==> src/rtl/dlsc_sp605_vtg.sv <==
// dlsc_sp605_vtg: video timing generator for the SP605 DVI path; counts pixels into
// lines/frames from latched geometry and streams upstream RGB into a registered output bundle.
module dlsc_sp605_vtg #(
   parameter int XBITS = 12,
   parameter int YBITS = 12
) (
   input  logic             px_clk,
   input  logic             px_rst,
   input  logic             cfg_en,
   input  logic [XBITS-1:0] cfg_hdisp,
   input  logic [XBITS-1:0] cfg_hsync_start,
   input  logic [XBITS-1:0] cfg_hsync_end,
   input  logic [XBITS-1:0] cfg_htotal,
   input  logic [YBITS-1:0] cfg_vdisp,
   input  logic [YBITS-1:0] cfg_vsync_start,
   input  logic [YBITS-1:0] cfg_vsync_end,
   input  logic [YBITS-1:0] cfg_vtotal,
   output logic             in_ready,
   input  logic             in_valid,
   input  logic [23:0]      in_data,
   output logic             px_en,
   output logic             px_vsync,
   output logic             px_hsync,
   output logic             px_valid,
   output logic [7:0]       px_r,
   output logic [7:0]       px_g,
   output logic [7:0]       px_b,
   output logic             px_frame_start,
   output logic             underflow
);
   typedef enum logic {IDLE, RUN} state_t;
   state_t state_q, state_d;
   logic [XBITS-1:0] x_q, x_d, hdisp_q, hss_q, hse_q, htot_q;
   logic [YBITS-1:0] y_q, y_d, vdisp_q, vss_q, vse_q, vtot_q;
   logic run, active, hs, vs, line_end, frame_end, load;
   always_comb begin
      run       = state_q == RUN;
      active    = x_q < hdisp_q && y_q < vdisp_q;
      hs        = x_q >= hss_q && x_q < hse_q;
      vs        = y_q >= vss_q && y_q < vse_q;
      line_end  = x_q == htot_q;
      frame_end = run && line_end && y_q == vtot_q;
      // geometry is only ever taken between frames so a frame never mixes two configs
      load      = cfg_en && (!run || frame_end);
      state_d   = (!run || frame_end) ? (cfg_en ? RUN : IDLE) : RUN;
      x_d       = (run && !line_end) ? XBITS'(x_q + 1) : '0;
      y_d       = (!run || frame_end) ? '0 : line_end ? YBITS'(y_q + 1) : y_q;
   end
   assign in_ready = run && active;
   always_ff @(posedge px_clk) begin
      if (px_rst) begin
         state_q        <= IDLE;
         x_q            <= '0;
         y_q            <= '0;
         hdisp_q        <= '0;
         hss_q          <= '0;
         hse_q          <= '0;
         htot_q         <= '0;
         vdisp_q        <= '0;
         vss_q          <= '0;
         vse_q          <= '0;
         vtot_q         <= '0;
         px_en          <= 1'b0;
         px_hsync       <= 1'b0;
         px_vsync       <= 1'b0;
         px_valid       <= 1'b0;
         px_frame_start <= 1'b0;
         underflow      <= 1'b0;
         {px_r, px_g, px_b} <= '0;
      end else begin
         state_q <= state_d;
         x_q     <= x_d;
         y_q     <= y_d;
         if (load) begin
            hdisp_q <= cfg_hdisp;
            hss_q   <= cfg_hsync_start;
            hse_q   <= cfg_hsync_end;
            htot_q  <= cfg_htotal;
            vdisp_q <= cfg_vdisp;
            vss_q   <= cfg_vsync_start;
            vse_q   <= cfg_vsync_end;
            vtot_q  <= cfg_vtotal;
         end
         px_en          <= run;
         px_hsync       <= run && hs;
         px_vsync       <= run && vs;
         px_valid       <= in_ready;
         px_frame_start <= run && x_q == '0 && y_q == '0;
         // a missing pixel goes out black with DE held so timing never slips
         underflow      <= in_ready && !in_valid;
         {px_r, px_g, px_b} <= (in_ready && in_valid) ? in_data : '0;
      end
   end
endmodule

==> config.mk <==
export PLATFORM = sky130hd
export DESIGN_NAME = dlsc_sp605_vtg
export DESIGN_NICKNAME = d
export VERILOG_FILES = /design/src/rtl/dlsc_sp605_vtg.sv
export SDC_FILE = /design/constraint.sdc
export NUM_CORES = 1
export LEC_CHECK = 0
export BUFFER_PORTS_ARGS = -buffer_cell sky130_fd_sc_hd__buf_2
export CAP_MARGIN = 20
export CORE_MARGIN = 2
export CORE_UTILIZATION = 50
export CTS_CLUSTER_DIAMETER = 30
export DETAILED_ROUTE_END_ITERATION = 8
export GPL_ROUTABILITY_DRIVEN = 0
export PLACE_DENSITY = 0.77
export RECOVER_POWER = 100
export SLEW_MARGIN = 40
export SYNTH_ARGS = -nofsm -noshare
export SYNTH_HDL_FRONTEND = slang
export SYNTH_SLANG_ARGS = --single-unit
==> constraint.sdc <==
create_clock -name px_clk -period 1.9 [get_ports px_clk]
set_input_delay 0.095 -clock px_clk [delete_from_list [all_inputs] [get_ports px_clk]]
set_output_delay 0.095 -clock px_clk [all_outputs]
set_load 0.05 [all_outputs]
==> results_dict.tcl, run 1 <==
set metrics [dict create \
    outcome "finished, violations left" \
    violations "negative setup slack" \
    hold_class "primary input to flip-flop" \
    grt_pass1_wl_mm 37.47 \
    cts_root_buf "clkbuf_16" \
    synth_ff_type "dfxtp_1" \
    grt-busiest-layer "met2" \
    clockPowerShare_pct 36.9 \
    drv_cap 0 \
    crit_type "flip-flop to output pin" \
    yosys_warnings 0 \
    crit_chain "inv_1 > ha_1 > nor2b_1 > o21ai_1 > o2111a_1 > o31ai_4 > nor2_4 > buf_8" \
    maxSlewViolCount 0 \
    first_global_vias 7679 \
    fin_ws_ns -0.6145 \
    yosys.cell_types.count 41 \
    leakagePower_uw 0.005360 \
    hold_violations 0 \
    finalSetupTns_ns -31.16 \
    wl_mm 34.74 \
    syn-cell-area_um2 7542 \
    seqPwrFrac_pct 34.1 \
    h-tree-depth 4 \
    overflow 0 \
    grt_use_met1_pct 34.31 \
    fin_skew_ns 0.01400 \
    switching_share_pct 31.82 \
    final_cell_mix "125 x dfxtp_1, 122 x buf_2, 121 x dlygate4sd3_1" \
    finalNonFillerCells 1447 \
    peakVddDrop_mv 0.9740 \
    wl_per_cell_um 24.01 \
    internal_power_uw 7049 \
    startpoint_type "flip-flop" \
    cts_tree "built" \
    drive_gt1_share_pct 42.22 \
    dp_slack_ns -0.06481 \
    slew_headroom_pct 32.61 \
    cts-buffers-inserted 17 \
    num_io_pins 155 \
    fin_nets 1443 \
    cp_slowest_cell "dfxtp_1" \
    critPathMaxStageDelay_ns 0.38 \
    ctsLongestPathBuffers 2 \
    power.density_nw_per_um2 821.4 \
    area_growth_syn_to_layout_pct 66.89 \
    worstHoldPathCells 3 \
    vias 8929 \
    tightest_slew_ns 1.011 \
    fin_crit_sh_pct 132.3 \
    post-route-min-period_ns 2.514 \
    synth-edff-count 0 \
    comb_power_share_pct 29.0 \
    timing.fmax_mhz 397.7 \
    critPathMaxFanout 2 \
    rows 44 \
    rsz0062_at_grt "yes" \
    async_flop_share_pct 0 \
    track_usage_pct 29.43 \
    io_buffers 154 \
    total_power_uw 10340 \
    gr-usage-met3_pct 7.634 \
    arrival_ns 2.42 \
    die_x_um 126.8 \
    vias_per_cell 6.171 \
    core_area_um2 14640 \
    hpwl_mm 13.93 \
    clock-sinks 151 \
    drtPass1Iterations 6 \
    ys_ff_latch 151 \
    grtUsageMet2_pct 50.66 \
    syn_nets 1090 \
    setup_viol 128 \
    start_util_pct 51.50 \
    clk_pin_slew_ns 0.07 \
    dieArea_um2 16080 \
    p_sw_uw 3290 \
    clk-insertion-delay-late_ns 0.44 \
    worstPathRequired_ns 1.80 \
    end_kind "output pin" \
    synthCells 894 \
    ant_nets 0 \
    grt_max_degree 66 \
    dp.cells 1240 \
    whs_ns 0.1087 \
    synth.avg_cell_area_um2 8.437 \
    yosysSeqAreaShare_pct 40.08 \
    drc 0 \
    die_h_um 126.8 \
    reg2reg_depth 10 \
    antenna_found_initial 3 \
    drt_iter0_drc 1183 \
    layout_commonest_cell "dfxtp_1" \
]
[synth_stat cells, types with 2 or more instances]
cell / n / area [um2]
and3_1: 7 / 43.79
nor3_1: 25 / 125.1
a21boi_0: 3 / 22.52
a211oi_1: 5 / 37.54
nor4_1: 7 / 43.79
a21oi_2: 41 / 359.1
buf_2: 16 / 80.08
dfxtp_1: 151 / 3023
nand4_1: 23 / 143.9
or3_1: 3 / 18.77
nor2_1: 36 / 135.1
nor2b_1: 3 / 18.77
clkbuf_1: 21 / 78.83
inv_1: 74 / 277.8
ha_1: 72 / 900.9
xnor2_1: 24 / 210.2
a211o_1: 3 / 26.28
a21o_1: 21 / 157.7
o311a_1: 2 / 20.02
nand2_2: 40 / 250.2
nand2_1: 186 / 698.2
buf_4: 2 / 15.01
buf_12: 4 / 80.08
o21ai_0: 13 / 65.06
nand2b_1: 5 / 31.28
xor2_1: 17 / 148.9
a21oi_1: 71 / 355.3
nand3_1: 6 / 30.03
[power by group through the flow]
stage | Clock [uW] | Combinational [uW] | Sequential [uW]
3_3_place_gp | 0 | 1540 | 3540
5_1_grt | 3930 | 3100 | 3530
3_5_place_dp | 0 | 1570 | 3540
4_1_cts | 3730 | 2050 | 3470
6_report | 3810 | 3000 | 3530
2_1_floorplan | 0 | 960 | 3610
[through the flow]
| stage | utilization (%) | area, um2 |
|---|---|---|
| 6_report | 85.95 | 12590 |
| 5_1_grt | 85.95 | 12590 |
| 4_1_cts | 76.05 | 11140 |
| 3_5_place_dp | 60.35 | 8837 |
| 3_3_place_gp | 60.35 | 8837 |
| 2_1_floorplan | - | 7587 |
[registers in the layout, summed over array words and instances, names as in the netlist, 8 cells and up]
name,count
vse_q,12
px_r,8
y_q,12
vtot_q,12
hss_q,12
hdisp_q,12
htot_q,12
hse_q,12
vdisp_q,12
x_q,12
vss_q,12
px_b,8
px_g,8
[metal layers]
metal | part of all wire (%) | vias up
met4 | 8.7 | 0
li1 | - | 3690
met2 | 48 | 714
met5 | 0 | -
met1 | 34 | 4229
met3 | 9.5 | 296
[worst max-delay path, delay by kind of cell (launching register included)]
| family | cells | cell delay [ns] |
|---|---|---|
| AOI/OAI and AO/OA | 3 | 0.76 |
| DFF | 1 | 0.38 |
| adders and majority gates | 1 | 0.31 |
| and+or+nand+nor | 2 | 0.31 |
| buffers and inverters | 2 | 0.23 |
[final timing paths]
check | startpoint | slack [ns] | endpoint
worst min register to register | vss_q[7]$_SDFFE_PP0P_ | 0.47 | vss_q[7]$_SDFFE_PP0P_
worst min-delay path | cfg_en | 0.11 | run$_SDFF_PP0_
worst max register to register | hdisp_q[10]$_SDFFE_PP0P_ | -0.48 | px_b[0]$_SDFF_PP0_
worst max-delay path | hdisp_q[10]$_SDFFE_PP0P_ | -0.61 | in_ready
[cells by family after synthesis]
logic type / synth area share (%)
AOI/OAI and AO/OA: 14.50
buffers and inverters: 7.250
muxes: 0.1327
and+or+nand+nor: 21.12
xor gates and xnor gates: 4.977
adders and majority gates: 11.94
DFF: 40.08
[area by class of cell]
type,count,area (um2)
Multi-Input combinational cell,625,4956
Fill cell,612,2057
Tap cell,184,230.2
Antenna cell,3,7.507
Timing Repair Buffer,378,3403
Clock inverter,12,187.7
Clock buffer,20,456.7
Sequential cell,151,3068
Inverter,74,277.8
[what timing repair did]
| item | 4_1_cts | 5_1_grt |
|---|---|---|
| cloned | 6 | 22 |
| setup buffers | 8 | 18 |
| gates resized for setup | 52 | 241 |
| endpoints found under the setup margin | 96 | 139 |
| pin swaps | 9 | 90 |
| hold buffers | 121 | 0 |
| hold endpoints to repair | 121 | 0 |
(Power assumes the default switching activity.)
==> inputs of run 2 (changes only) <==
Settings changed: ABC_AREA set to 1, CORE_UTILIZATION 50 to 51.
==> results_dict.tcl, run 2 <==
set metrics [dict create \
    grt_max_degree 63 \
    outcome "finished, violations left" \
    cp_slowest_cell "dfxtp_1" \
    fin_crit_sh_pct 106.0 \
    rsz0062_at_grt "yes" \
    switching_share_pct 28.57 \
    clk-insertion-delay-late_ns 0.44 \
    tightest_slew_ns 1.394 \
    antenna_found_initial 0 \
    syn_nets 1407 \
    clk_pin_slew_ns 0.06 \
    die_h_um 132.7 \
    crit_end "in_ready" \
    async_flop_share_pct 0 \
    post-synth-top-count-cell "inv_1" \
    reg2reg_depth 12 \
    drc 0 \
    cts-buffers-inserted 17 \
    startpoint_type "flip-flop" \
    synth-edff-count 0 \
    track_usage_pct 26.66 \
    vias 8830 \
    maxSlewViolCount 0 \
    final_cell_mix "227 x inv_1, 198 x nand2_1, 131 x a21oi_1" \
    drv_cap 0 \
    yosysSeqAreaShare_pct 35.80 \
    finalNonFillerCells 1720 \
    p_sw_uw 2581 \
    die_x_um 132.7 \
    synth_largest_area_cell "dfxtp_1" \
    crit_chain "inv_1 > ha_1 > nand2_1 > o21ai_1 > nand2_1 > nand3_2 > nor2_2 > nand3_2 > inv_2 > buf_8" \
    wl_mm 25.54 \
    fin_skew_ns 0.01199 \
    ys_ff_latch 151 \
    dp.cells 1576 \
    start_util_pct 51.47 \
    cpLargestDelayFamily "simple AND/OR/NAND/NOR gates" \
    synth.avg_cell_area_um2 6.973 \
    ant_nets 0 \
    worstPathRequired_ns 1.80 \
    fin_nets 1683 \
    yosys.area.top_type_share_pct 35.80 \
    peakVddDrop_mv 0.6981 \
    comb_power_share_pct 20.0 \
    place_area_um2 9629 \
    antennaDiodeCount 0 \
    layout_commonest_cell "inv_1" \
    grt_pass1_wl_mm 38.46 \
    yosys.cell_types.count 27 \
    dieArea_um2 17600 \
    internal_power_uw 6454 \
    drive_gt1_share_pct 19.80 \
    drt_iter0_drc 674 \
    vias_per_cell 5.134 \
    path_depth 10 \
    hold_class "primary input to flip-flop" \
    synthTopCellsByArea "dfxtp_1 36%, ha_1 11%, inv_1 10%" \
    leakagePower_uw 0.005840 \
    clockPowerShare_pct 41.2 \
    rrSetupSlack_ns -0.11 \
    fin_area_um2 11830 \
    io_buffers 154 \
    arrival_ns 1.92 \
    seqPwrFrac_pct 38.8 \
    h-tree-depth 4 \
    drtPass1Iterations 5 \
    worstSetupStartpoint "hdisp_q[6]$_SDFFE_PP0P_" \
    rows 47 \
    hold_violations 0 \
    violations "negative setup slack" \
    setup_viol 25 \
    post-route-min-period_ns 2.015 \
    synthCells 1211 \
    num_io_pins 155 \
    overflow 0 \
    dp_slack_ns 0.04017 \
    area_growth_syn_to_layout_pct 40.04 \
    yosys-top-cells-count "232 x inv_1, 198 x nand2_1, 151 x dfxtp_1" \
    first_global_vias 8188 \
    power.density_nw_per_um2 764.1 \
    critPathMaxStageDelay_ns 0.36 \
    cts_root_buf "clkbuf_16" \
    core_area_um2 16410 \
    r2r_start "hdisp_q[6]$_SDFFE_PP0P_" \
    wl_per_cell_um 14.85 \
    fill_cells 1197 \
    crit_type "flip-flop to output pin" \
    cts_tree "built" \
    synth_ff_type "dfxtp_1" \
    hpwl_mm 15.05 \
    fin_ws_ns -0.1149 \
    critPathMaxFanout 2 \
    post-route-util_pct 72.07 \
    timing.fmax_mhz 496.3 \
    clock-sinks 151 \
    slew_headroom_pct 6.948 \
    critPathBufInv 3 \
    ctsLongestPathBuffers 2 \
    finalSetupTns_ns -1.177 \
    yosys_warnings 0 \
    syn-cell-area_um2 8444 \
    rr_endpoint "px_g[2]$_SDFF_PP0_" \
    end_kind "output pin" \
]
-- run 2: cell count changes after synthesis, sizes merged, moves of 13 or more --
cell / previous run / this run
nand3: 6 / 112
nand2: 226 / 201
a21oi: 112 / 134
a21o: 21 / 0
buf: 23 / 36
inv: 74 / 235
nor2: 36 / 130
-- run 2: worst min-delay path by stage --
| stage | depth (start not counted) | endpoint | from |
|---|---|---|---|
| 4_1_cts | 5 | vtot_q[5]$_SDFFE_PP0P_ | cfg_vtotal[5] |
| 5_1_grt | 5 | htot_q[11]$_SDFFE_PP0P_ | cfg_htotal[11] |
| 2_1_floorplan | 1 | underflow$_SDFF_PP0_ | in_valid |
| 3_5_place_dp | 2 | underflow$_SDFF_PP0_ | in_valid |
| 6_report | 5 | vdisp_q[3]$_SDFFE_PP0P_ | cfg_vdisp[3] |
| 3_3_place_gp | 2 | underflow$_SDFF_PP0_ | in_valid |
-- run 2: cell families after synthesis --
family                     count (synthesis)  share of synthesized area (%)
AOI/OAI and AO/OA                        162                          10.05
and+or+nand+nor                          504                          25.66
buffers and inverters                    294                          14.92
DFF                                      151                          35.80
adders and majority gates                 72                          10.67
xor gates and xnor gates                  28                          2.904
-- run 2: metrics by stage --
stage          hold WS (ns)  power [uW]
2_1_floorplan        0.1674        4587
3_3_place_gp         0.2745        4945
3_5_place_dp         0.2778        4974
4_1_cts           0.0002671        8851
5_1_grt             0.02117        9395
6_report            0.01310        9035
-- run 2: layout make-up --
type / instances / area [um2] / share of cell area [%]
Multi-Input combinational cell: 767 / 4513 / 38.17
Sequential cell: 151 / 3068 / 25.94
Timing Repair Buffer: 315 / 2442 / 20.65
Inverter: 235 / 882.1 / 7.460
Clock buffer: 20 / 456.7 / 3.862
Tap cell: 220 / 275.3 / 2.328
Clock inverter: 12 / 187.7 / 1.587
-- run 2: worst register-to-register path: stages, from the launching register on --
cell and delay, ns:
dfxtp_1 0.36, inv_1 0.06, ha_1 0.28, nand2_1 0.09, o21ai_1 0.08, nand2_1 0.08
nand3_2 0.06, nor2_2 0.12, buf_4 0.12, nand4_1 0.08, buf_4 0.20, clkbuf_16 0.17
nor3_1 0.19
-- run 2: what timing repair did --
item | in CTS | in global routing
buffers inserted | 1 | 4
gates resized for setup | 39 | 65
gates cloned | 0 | 9
hold buffers | 98 | 0
pin swaps | 12 | 13
endpoints found under the hold margin | 98 | 0
setup endpoints to repair | 1 | 144
-- run 2: power by group through the flow --
stage / registers (uW) / clock network, uW / logic (uW)
6_report: 3510 / 3720 / 1810
5_1_grt: 3520 / 3880 / 1990
4_1_cts: 3500 / 3740 / 1610
3_5_place_dp: 3560 / 0 / 1410
3_3_place_gp: 3560 / 0 / 1390
2_1_floorplan: 3610 / 0 / 973
-- run 2: metal layers --
metal	vias to the layer above	global-route usage, %	routed length, um
met1	4071	34.21	11050
met3	45	5.670	1848
met4	0	8.901	517
met5	-	0	0
met2	351	44.65	12120
li1	4363	-	-
